===== src/rtl/time_set_m_pkg.sv =====
// -----------------------------------------------------------------------------
// time_set_m_pkg
// Shared types, constants and helpers for the time/alarm setting controller.
//   counter_t / alarm_t : 17-bit seconds-of-day timestamp (0..86399)
//   edit_mode_e         : controller state, doubles as the display mode code
//   wrap_step()         : +1/-1 with wrap at 0 and a field maximum
//   compose()           : hr/min -> seconds-of-day with the seconds field at 0
// -----------------------------------------------------------------------------
package time_set_m_pkg;

    localparam int DAY_SECONDS    = 86400;
    localparam int SEC_PER_HR     = 3600;
    localparam int SEC_PER_MIN    = 60;
    localparam int TIMEOUT_CYCLES = 30;

    localparam logic [5:0] HR_MAX  = 6'd23;
    localparam logic [5:0] MIN_MAX = 6'd59;

    typedef logic [16:0] counter_t;
    typedef counter_t    alarm_t;

    typedef enum logic [2:0] {
        ST_RUN      = 3'd0,
        ST_DEC      = 3'd1,
        ST_SET_HR   = 3'd2,
        ST_SET_MIN  = 3'd3,
        ST_SET_AHR  = 3'd4,
        ST_SET_AMIN = 3'd5
    } edit_mode_e;

    // Step a field one count up or down, wrapping between 0 and max_v.
    function automatic logic [5:0] wrap_step(input logic [5:0] v,
                                             input logic [5:0] max_v,
                                             input logic       up);
        logic [5:0] r;
        if (up) r = (v == max_v) ? 6'd0 : v + 6'd1;
        else    r = (v == 6'd0)  ? max_v : v - 6'd1;
        return r;
    endfunction

    // hr*3600 + min*60; never reaches DAY_SECONDS for in-range fields.
    function automatic counter_t compose(input logic [4:0] hr,
                                         input logic [5:0] mn);
        return counter_t'(hr) * counter_t'(SEC_PER_HR)
             + counter_t'(mn) * counter_t'(SEC_PER_MIN);
    endfunction

endpackage


===== src/rtl/time_set_m_sec_decode.sv =====
// -----------------------------------------------------------------------------
// sec_decode_m
// Iterative seconds-of-day to hour/minute decoder. One subtraction per cycle:
// 3600s while the remainder allows, then 60s; leftover seconds are dropped.
//   clock, reset : rising-edge clock, asynchronous active-high reset
//   i_start      : one-cycle pulse, i_value captured on that edge
//   i_value      : timestamp to decode
//   o_busy       : high from the capture edge until the done cycle ends
//   o_done       : one-cycle pulse, o_hr/o_min valid in that cycle
//   o_hr, o_min  : decoded fields
// -----------------------------------------------------------------------------
module sec_decode_m
    import time_set_m_pkg::*;
(
    input  logic       clock,
    input  logic       reset,
    input  logic       i_start,
    input  counter_t   i_value,
    output logic       o_busy,
    output logic       o_done,
    output logic [4:0] o_hr,
    output logic [5:0] o_min
);

    logic       r_busy;
    counter_t   r_rem;
    logic [4:0] r_hr;
    logic [5:0] r_min;

    // NOTE: non-blocking assignments so every register samples pre-edge values.
    always_ff @(posedge clock or posedge reset) begin
        if (reset) begin
            r_busy <= 1'b0;
            r_rem  <= '0;
            r_hr   <= '0;
            r_min  <= '0;
        end else if (i_start && !r_busy) begin
            r_busy <= 1'b1;
            r_rem  <= i_value;
            r_hr   <= '0;
            r_min  <= '0;
        end else if (r_busy) begin
            if (r_rem >= counter_t'(SEC_PER_HR)) begin
                r_rem <= r_rem - counter_t'(SEC_PER_HR);
                r_hr  <= r_hr + 5'd1;
            end else if (r_rem >= counter_t'(SEC_PER_MIN)) begin
                r_rem <= r_rem - counter_t'(SEC_PER_MIN);
                r_min <= r_min + 6'd1;
            end else begin
                r_busy <= 1'b0;
            end
        end
    end

    // Done as soon as the remainder is below one minute, so the consumer
    // can take the fields on the very next edge with no extra flag cycle.
    assign o_busy = r_busy;
    assign o_done = r_busy && (r_rem < counter_t'(SEC_PER_MIN));
    assign o_hr   = r_hr;
    assign o_min  = r_min;

endmodule


===== src/rtl/time_set_m.sv =====
// -----------------------------------------------------------------------------
// time_set_m
// Time/alarm setting controller. RUN passes through and toggles alarm enable;
// btn_mode captures the current timestamp, decodes it, then walks through
// clock hour/minute and alarm hour/minute edit states, committing through
// one-cycle load strobes. Idle SET states time out back to RUN.
//   clock, reset        : rising-edge clock, asynchronous active-high reset
//   counter_state       : current timestamp from the counter module
//   btn_mode/up/down    : single-cycle debounced pulses
//   btn_alarm_en        : toggles alarm_enable (RUN only)
//   set_load/set_value  : clock commit strobe and value
//   alarm_load/_value   : alarm commit strobe and value
//   alarm_enable        : alarm armed flag
//   edit_mode           : state code for the display
//   edit_hr/edit_min    : field pair currently shown/edited
// -----------------------------------------------------------------------------
module time_set_m
    import time_set_m_pkg::*;
#(
    parameter int TIMEOUT_CYCLES_P = TIMEOUT_CYCLES
) (
    input  logic       clock,
    input  logic       reset,
    input  counter_t   counter_state,
    input  logic       btn_mode,
    input  logic       btn_up,
    input  logic       btn_down,
    input  logic       btn_alarm_en,
    output logic       set_load,
    output counter_t   set_value,
    output logic       alarm_load,
    output alarm_t     alarm_value,
    output logic       alarm_enable,
    output logic [2:0] edit_mode,
    output logic [4:0] edit_hr,
    output logic [5:0] edit_min
);

    localparam int TO_W = $clog2(TIMEOUT_CYCLES_P + 1);

    edit_mode_e      r_state;
    edit_mode_e      w_next;
    logic [TO_W-1:0] r_timeout;
    logic [4:0]      r_edit_hr;
    logic [5:0]      r_edit_min;
    logic [4:0]      r_ahr;
    logic [5:0]      r_amin;
    logic            r_set_load;
    counter_t        r_set_value;
    logic            r_alarm_load;
    alarm_t          r_alarm_value;
    logic            r_alarm_enable;

    logic            w_dec_start;
    logic            w_dec_busy;
    logic            w_dec_done;
    logic [4:0]      w_dec_hr;
    logic [5:0]      w_dec_min;
    logic            w_any_btn;
    logic            w_up;
    logic            w_down;
    logic            w_is_set;
    logic            w_timeout;

    sec_decode_m u_dec (
        .clock   (clock),
        .reset   (reset),
        .i_start (w_dec_start),
        .i_value (counter_state),
        .o_busy  (w_dec_busy),
        .o_done  (w_dec_done),
        .o_hr    (w_dec_hr),
        .o_min   (w_dec_min)
    );

    // Up and down together cancel; mode outranks both where it is decoded.
    assign w_any_btn   = btn_mode | btn_up | btn_down | btn_alarm_en;
    assign w_up        = btn_up & ~btn_down;
    assign w_down      = btn_down & ~btn_up;
    assign w_is_set    = (r_state != ST_RUN) && (r_state != ST_DEC);
    assign w_timeout   = w_is_set && !w_any_btn
                      && (r_timeout == TO_W'(TIMEOUT_CYCLES_P - 1));
    assign w_dec_start = (r_state == ST_RUN) && btn_mode && !w_dec_busy;

    always_ff @(posedge clock or posedge reset) begin
        if (reset) r_state <= ST_RUN;
        else       r_state <= w_next;
    end

    // NOTE: default assigned first so no path through the case infers a latch.
    always_comb begin
        w_next = r_state;
        case (r_state)
            ST_RUN:      if (btn_mode)   w_next = ST_DEC;
            ST_DEC:      if (w_dec_done) w_next = ST_SET_HR;
            ST_SET_HR:   if (btn_mode)   w_next = ST_SET_MIN;
            ST_SET_MIN:  if (btn_mode)   w_next = ST_SET_AHR;
            ST_SET_AHR:  if (btn_mode)   w_next = ST_SET_AMIN;
            ST_SET_AMIN: if (btn_mode)   w_next = ST_RUN;
            default:                     w_next = ST_RUN;
        endcase
        if (w_timeout) w_next = ST_RUN;
    end

    always_ff @(posedge clock or posedge reset) begin
        if (reset) begin
            r_timeout      <= '0;
            r_edit_hr      <= '0;
            r_edit_min     <= '0;
            r_ahr          <= '0;
            r_amin         <= '0;
            r_set_load     <= 1'b0;
            r_set_value    <= '0;
            r_alarm_load   <= 1'b0;
            r_alarm_value  <= '0;
            r_alarm_enable <= 1'b0;
        end else begin
            r_set_load   <= 1'b0;
            r_alarm_load <= 1'b0;

            if (w_next != r_state || w_any_btn) r_timeout <= '0;
            else if (w_is_set)                  r_timeout <= r_timeout + TO_W'(1);

            case (r_state)
                ST_RUN: begin
                    if (btn_alarm_en) r_alarm_enable <= ~r_alarm_enable;
                end
                ST_DEC: begin
                    if (w_dec_done) begin
                        r_edit_hr  <= w_dec_hr;
                        r_edit_min <= w_dec_min;
                    end
                end
                ST_SET_HR, ST_SET_AHR: begin
                    if (w_timeout && r_state == ST_SET_AHR) begin
                        // Abandoned alarm edit: show the last loaded alarm again.
                        r_edit_hr  <= r_ahr;
                        r_edit_min <= r_amin;
                    end else if (!btn_mode && (w_up || w_down)) begin
                        r_edit_hr <= 5'(wrap_step({1'b0, r_edit_hr}, HR_MAX, w_up));
                    end
                end
                ST_SET_MIN: begin
                    if (btn_mode) begin
                        r_set_load  <= 1'b1;
                        r_set_value <= compose(r_edit_hr, r_edit_min);
                        r_edit_hr   <= r_ahr;
                        r_edit_min  <= r_amin;
                    end else if (w_up || w_down) begin
                        r_edit_min <= wrap_step(r_edit_min, MIN_MAX, w_up);
                    end
                end
                ST_SET_AMIN: begin
                    if (w_timeout) begin
                        r_edit_hr  <= r_ahr;
                        r_edit_min <= r_amin;
                    end else if (btn_mode) begin
                        r_alarm_load  <= 1'b1;
                        r_alarm_value <= compose(r_edit_hr, r_edit_min);
                        r_ahr         <= r_edit_hr;
                        r_amin        <= r_edit_min;
                    end else if (w_up || w_down) begin
                        r_edit_min <= wrap_step(r_edit_min, MIN_MAX, w_up);
                    end
                end
                default: ;
            endcase
        end
    end

    assign set_load     = r_set_load;
    assign set_value    = r_set_value;
    assign alarm_load   = r_alarm_load;
    assign alarm_value  = r_alarm_value;
    assign alarm_enable = r_alarm_enable;
    assign edit_mode    = r_state;
    assign edit_hr      = r_edit_hr;
    assign edit_min     = r_edit_min;

endmodule


===== config.mk =====
export PLATFORM = sky130hd
export DESIGN_NAME = time_set_m
export DESIGN_NICKNAME = d
export VERILOG_FILES = /design/src/rtl/time_set_m_pkg.sv /design/src/rtl/time_set_m_sec_decode.sv /design/src/rtl/time_set_m.sv
export SDC_FILE = /design/constraint.sdc
export NUM_CORES = 1
export LEC_CHECK = 0
export CORE_MARGIN = 2
export CORE_UTILIZATION = 57
export DETAILED_ROUTE_END_ITERATION = 8
export GPL_TIMING_DRIVEN = 0
export PLACE_DENSITY = 0.8
export SYNTH_ARGS = -nofsm -noshare
export SYNTH_HDL_FRONTEND = slang
export SYNTH_HIERARCHICAL = 1
export SYNTH_SLANG_ARGS = --single-unit

===== constraint.sdc =====
create_clock -name clock -period 6.5 [get_ports clock]
set_clock_uncertainty 0.15 [all_clocks]
set_input_delay 1.95 -clock clock [delete_from_list [all_inputs] [get_ports clock]]
set_output_delay 1.95 -clock clock [all_outputs]
set_load 0.1 [all_outputs]

==> metrics.log <==
[metrics] result of the run: complete, no violations
[metrics] leftover overflow at the end of global routing: 0
[metrics] number of hold violations in the final report: 0
[metrics] leakage power figure: 3.64 nW
[metrics] number of port buffers: 69
[metrics] vias in the first global route: 6087
[metrics] overall via count from detail_route: 6032
[metrics] sequential area share after synthesis: 33.3%
[metrics] delay contributed by the slowest stage of the critical path: 0.55 ns
[metrics] clock tree from TritonCTS: built
[metrics] Critical Path Start Type: flop
[metrics] Final #Nets: 927
[metrics] Setup-failing EPs final: 0
[metrics] final routed wire length divided by cell count: 18.1 µm
[metrics] type of element capturing the critical path: flop
[metrics] Mean Syn Cell Area: 9.23 µm²
[metrics] antenna diode count: 0
[metrics] cell-by-cell trace of the critical path: inv_1 > fa_1 > fa_1 > inv_1 > ha_1 > nor2b_1 > o21ai_0 > a21boi_0 > o21a_1 > nor2_1 > xnor2_1 > ha_1 > or4_1 > o22ai_1 > nor3_1 > xnor2_1 > o21ai_0
[metrics] total of hold buffers inserted after clock tree synthesis: 0
[metrics] worst endpoint data arrival time: 5.23 ns
[metrics] area inside the core boundary: 11600 µm²
[metrics] relative slew slack: 23.5%
[metrics] clk sink count: 91
[metrics] worst-case hold slack: 0.324 ns
[metrics] HPWL reported at the end of detailed placement: 13.2 mm
[metrics] sum of negative setup slack: 0 ns
[metrics] Required @ worst endpoint: 6.56 ns
[metrics] most frequently used flop master after synthesis: dfrtp_1
[metrics] number of storage elements in the synthesis netlist: 91
[metrics] synthesized netlist cell count: 741
[metrics] ports placed on the boundary: 74
[metrics] latest clock arrival within the worst-skew pair: 0.36 ns
[metrics] maximum root-to-sink buffer count: 2
[metrics] Placement Rows: 39
[metrics] TritonCTS Buffers: 9
[metrics] number of instances resized during post-cts repair: 0
[metrics] Routed Antenna Nets: 0
[metrics] max-cap viol count: 0
[metrics] number of synthesized flops with an enable pin: 0
[metrics] setup repair after global routing missed its margin: false
[metrics] Residual DRC: 0
[metrics] Die Footprint: 12900 µm²
[metrics] standard cell area after detailed placement: 7740 µm²
[metrics] Setup CP Type: reg -> reg
[metrics] Post-Route Utilization: 69.6%
[metrics] Max Freq: 193 MHz
[metrics] part of the cycle the worst path needs: 79.6%
[metrics] highest fanout seen on the critical path: 10
[metrics] effective utilization at floorplan: 59.1%
[metrics] drt via density: 6.20
[metrics] maximum number of pins on one net before global-route repair: 35
[metrics] 1st-iter DRT viols: 511
[metrics] number of warnings reported in the yosys synthesis log: 6
[metrics] cell area after layout: 8050 µm²
[metrics] Synth cell types: 94
[metrics] Critical Path Slowest Stage Cell: or4_1
[metrics] number of max-slew violations in the final report: 0
[metrics] root cell of the clock tree: clkbuf_16
[metrics] Die Y: 114 µm
[metrics] global placement routability congestion: 0.950
[metrics] DR pass1 iterations: 5
[metrics] number of antenna violations at the first check in global routing: 0
[metrics] Layout Area Growth over Synthesis: 17.7%
[metrics] first-pass GRT wire length: 29.7 mm
[metrics] ratio of total power to cell area: 205 nW/µm²
[metrics] maximum ir drop on the vdd rail: 0.156 mV
[metrics] post-route total power: 1.65 mW
[metrics] post-CTS setup repair buffer count: 0
[metrics] minimum clock period: 5.17 ns
[metrics] transition time of the tightest slew-check pin: 1.15 ns
[metrics] final WL: 17.6 mm
[metrics] overall die width: 114 µm
[metrics] overall track demand over capacity in global routing: 28.6%
[metrics] clock slew seen by the registers of the worst setup and hold paths: 0.07 ns
[metrics] share of post-route cells with drive strength above 1: 9.16%
[metrics] share of flip-flops with an asynchronous set or reset after synthesis: 100%
[metrics] worst min-delay path category: reg -> reg
[metrics] H-tree Lvls: 3
[metrics] cell area after synthesis: 6840 µm²
==> placed cells by master, fill, tap and decap left out, types with 20 or more instances in the layout <==
cell type and count:
inv_1 48, o21ai_0 65, nand3_1 21, xnor2_1 20, ha_1 66, clkdlybuf4s50_1 69
dfrtp_1 91, a21oi_1 27, nand2_1 94, nor2_1 42
==> layer usage <==
metal | global-route usage, % | up-vias | share of wire [%]
li1 | - | 2830 | -
met1 | 37.0 | 2928 | 42
met2 | 48.3 | 235 | 49
met3 | 3.77 | 39 | 5.9
met4 | 12.8 | 0 | 2.5
met5 | 0 | - | 0
==> synth_stat cells (5+ instances only) <==
| cell type | number | area [µm²] |
|---|---|---|
| xnor2_1 | 20 | 175 |
| dfrtp_1 | 91 | 2280 |
| nand3_1 | 21 | 105 |
| mux2i_1 | 5 | 50.1 |
| a21oi_1 | 27 | 135 |
| nand4_1 | 5 | 31.3 |
| o31ai_1 | 7 | 52.6 |
| a21o_1 | 8 | 60.1 |
| buf_2 | 8 | 40.0 |
| o211ai_1 | 9 | 67.6 |
| fa_1 | 13 | 260 |
| o21ai_0 | 65 | 325 |
| xor2_1 | 10 | 87.6 |
| nor2_1 | 42 | 158 |
| o22ai_1 | 5 | 31.3 |
| o21a_1 | 5 | 37.5 |
| a211oi_1 | 6 | 45.0 |
| ha_1 | 66 | 826 |
| a22oi_1 | 7 | 52.6 |
| nand2_1 | 94 | 353 |
| inv_1 | 49 | 184 |
| buf_4 | 6 | 45.0 |
| a31oi_1 | 7 | 43.8 |
| nor3_1 | 14 | 70.1 |
| or4_1 | 5 | 37.5 |
| clkbuf_1 | 14 | 52.6 |
| nor2b_1 | 6 | 37.5 |
| mux2_2 | 10 | 113 |
==> critical path: cells and delay by family (launching register included) <==
family	cells	cell delay, ns
AO/OA/AOI/OAI	5	1.03
XOR/XNOR	2	0.31
adder cells (fa/ha/maj)	4	1.61
buffers and inverters	2	0.47
flip-flops	1	0.51
AND/OR/NAND/NOR	4	0.94
==> metrics by stage <==
stage	setup WS (ns)	std cells
final	1.33	973
after global routing	1.01	973
after CTS	1.38	973
after detailed placement	1.41	957
after global placement	1.60	956
after floorplan	1.24	744
==> worst paths after layout <==
| check | end | slack (ns) | depth (start not counted) | from |
|---|---|---|---|---|
| setup / recovery | set_value[14] | 1.33 | 17 | edit_min[3] |
| hold / removal | alarm_enable | 0.32 | 1 | alarm_enable |
| setup reg to reg | set_value[14] | 1.33 | 17 | edit_min[3] |
| hold reg to reg | alarm_enable | 0.32 | 1 | alarm_enable |
| max in group asynchronous | u_dec/r_rem[14] | 3.40 | 2 | reset |
| min in group asynchronous | r_timeout[1] | 1.88 | 2 | reset |
==> power by group <==
group	switching, mW	total, mW	internal, mW
sequential	0.101	0.730	0.629
clock	0.244	0.556	0.312
combinational	0.212	0.367	0.154
==> sequential cells by signal, indices dropped and copies added (netlist names), 3 cells and up <==
register / count
alarm_value: 14
edit_hr: 5
edit_min: 6
edit_mode: 3
r_ahr: 5
r_amin: 6
r_timeout: 5
set_value: 15
u_dec/o_hr: 5
u_dec/o_min: 6
u_dec/r_rem: 17
==> cell families (layout without fill, tap and decap cells) <==
kind of cell	after synthesis	after routing	share of synthesized area [%]
AOI/OAI and AO/OA	211	211	21.8
xor gates and xnor gates	30	30	3.84
adders and majority gates	79	79	15.9
buffers and inverters	85	171	5.58
DFF	91	91	33.3
muxes	15	15	2.38
other	1	4	0.0549
and+or+nand+nor	229	229	17.2
==> layout make-up <==
class | count | area (µm²)
inverters | 49 | 184
clock buffers | 10 | 239
repair buffers | 70 | 711
clock inverters | 6 | 70.1
well taps | 143 | 179
fillers | 934 | 3520
multi-input cells | 568 | 4190
flip-flops and latches | 91 | 2280
plain buffers | 36 | 198
Power figures use the tool's default switching activity.
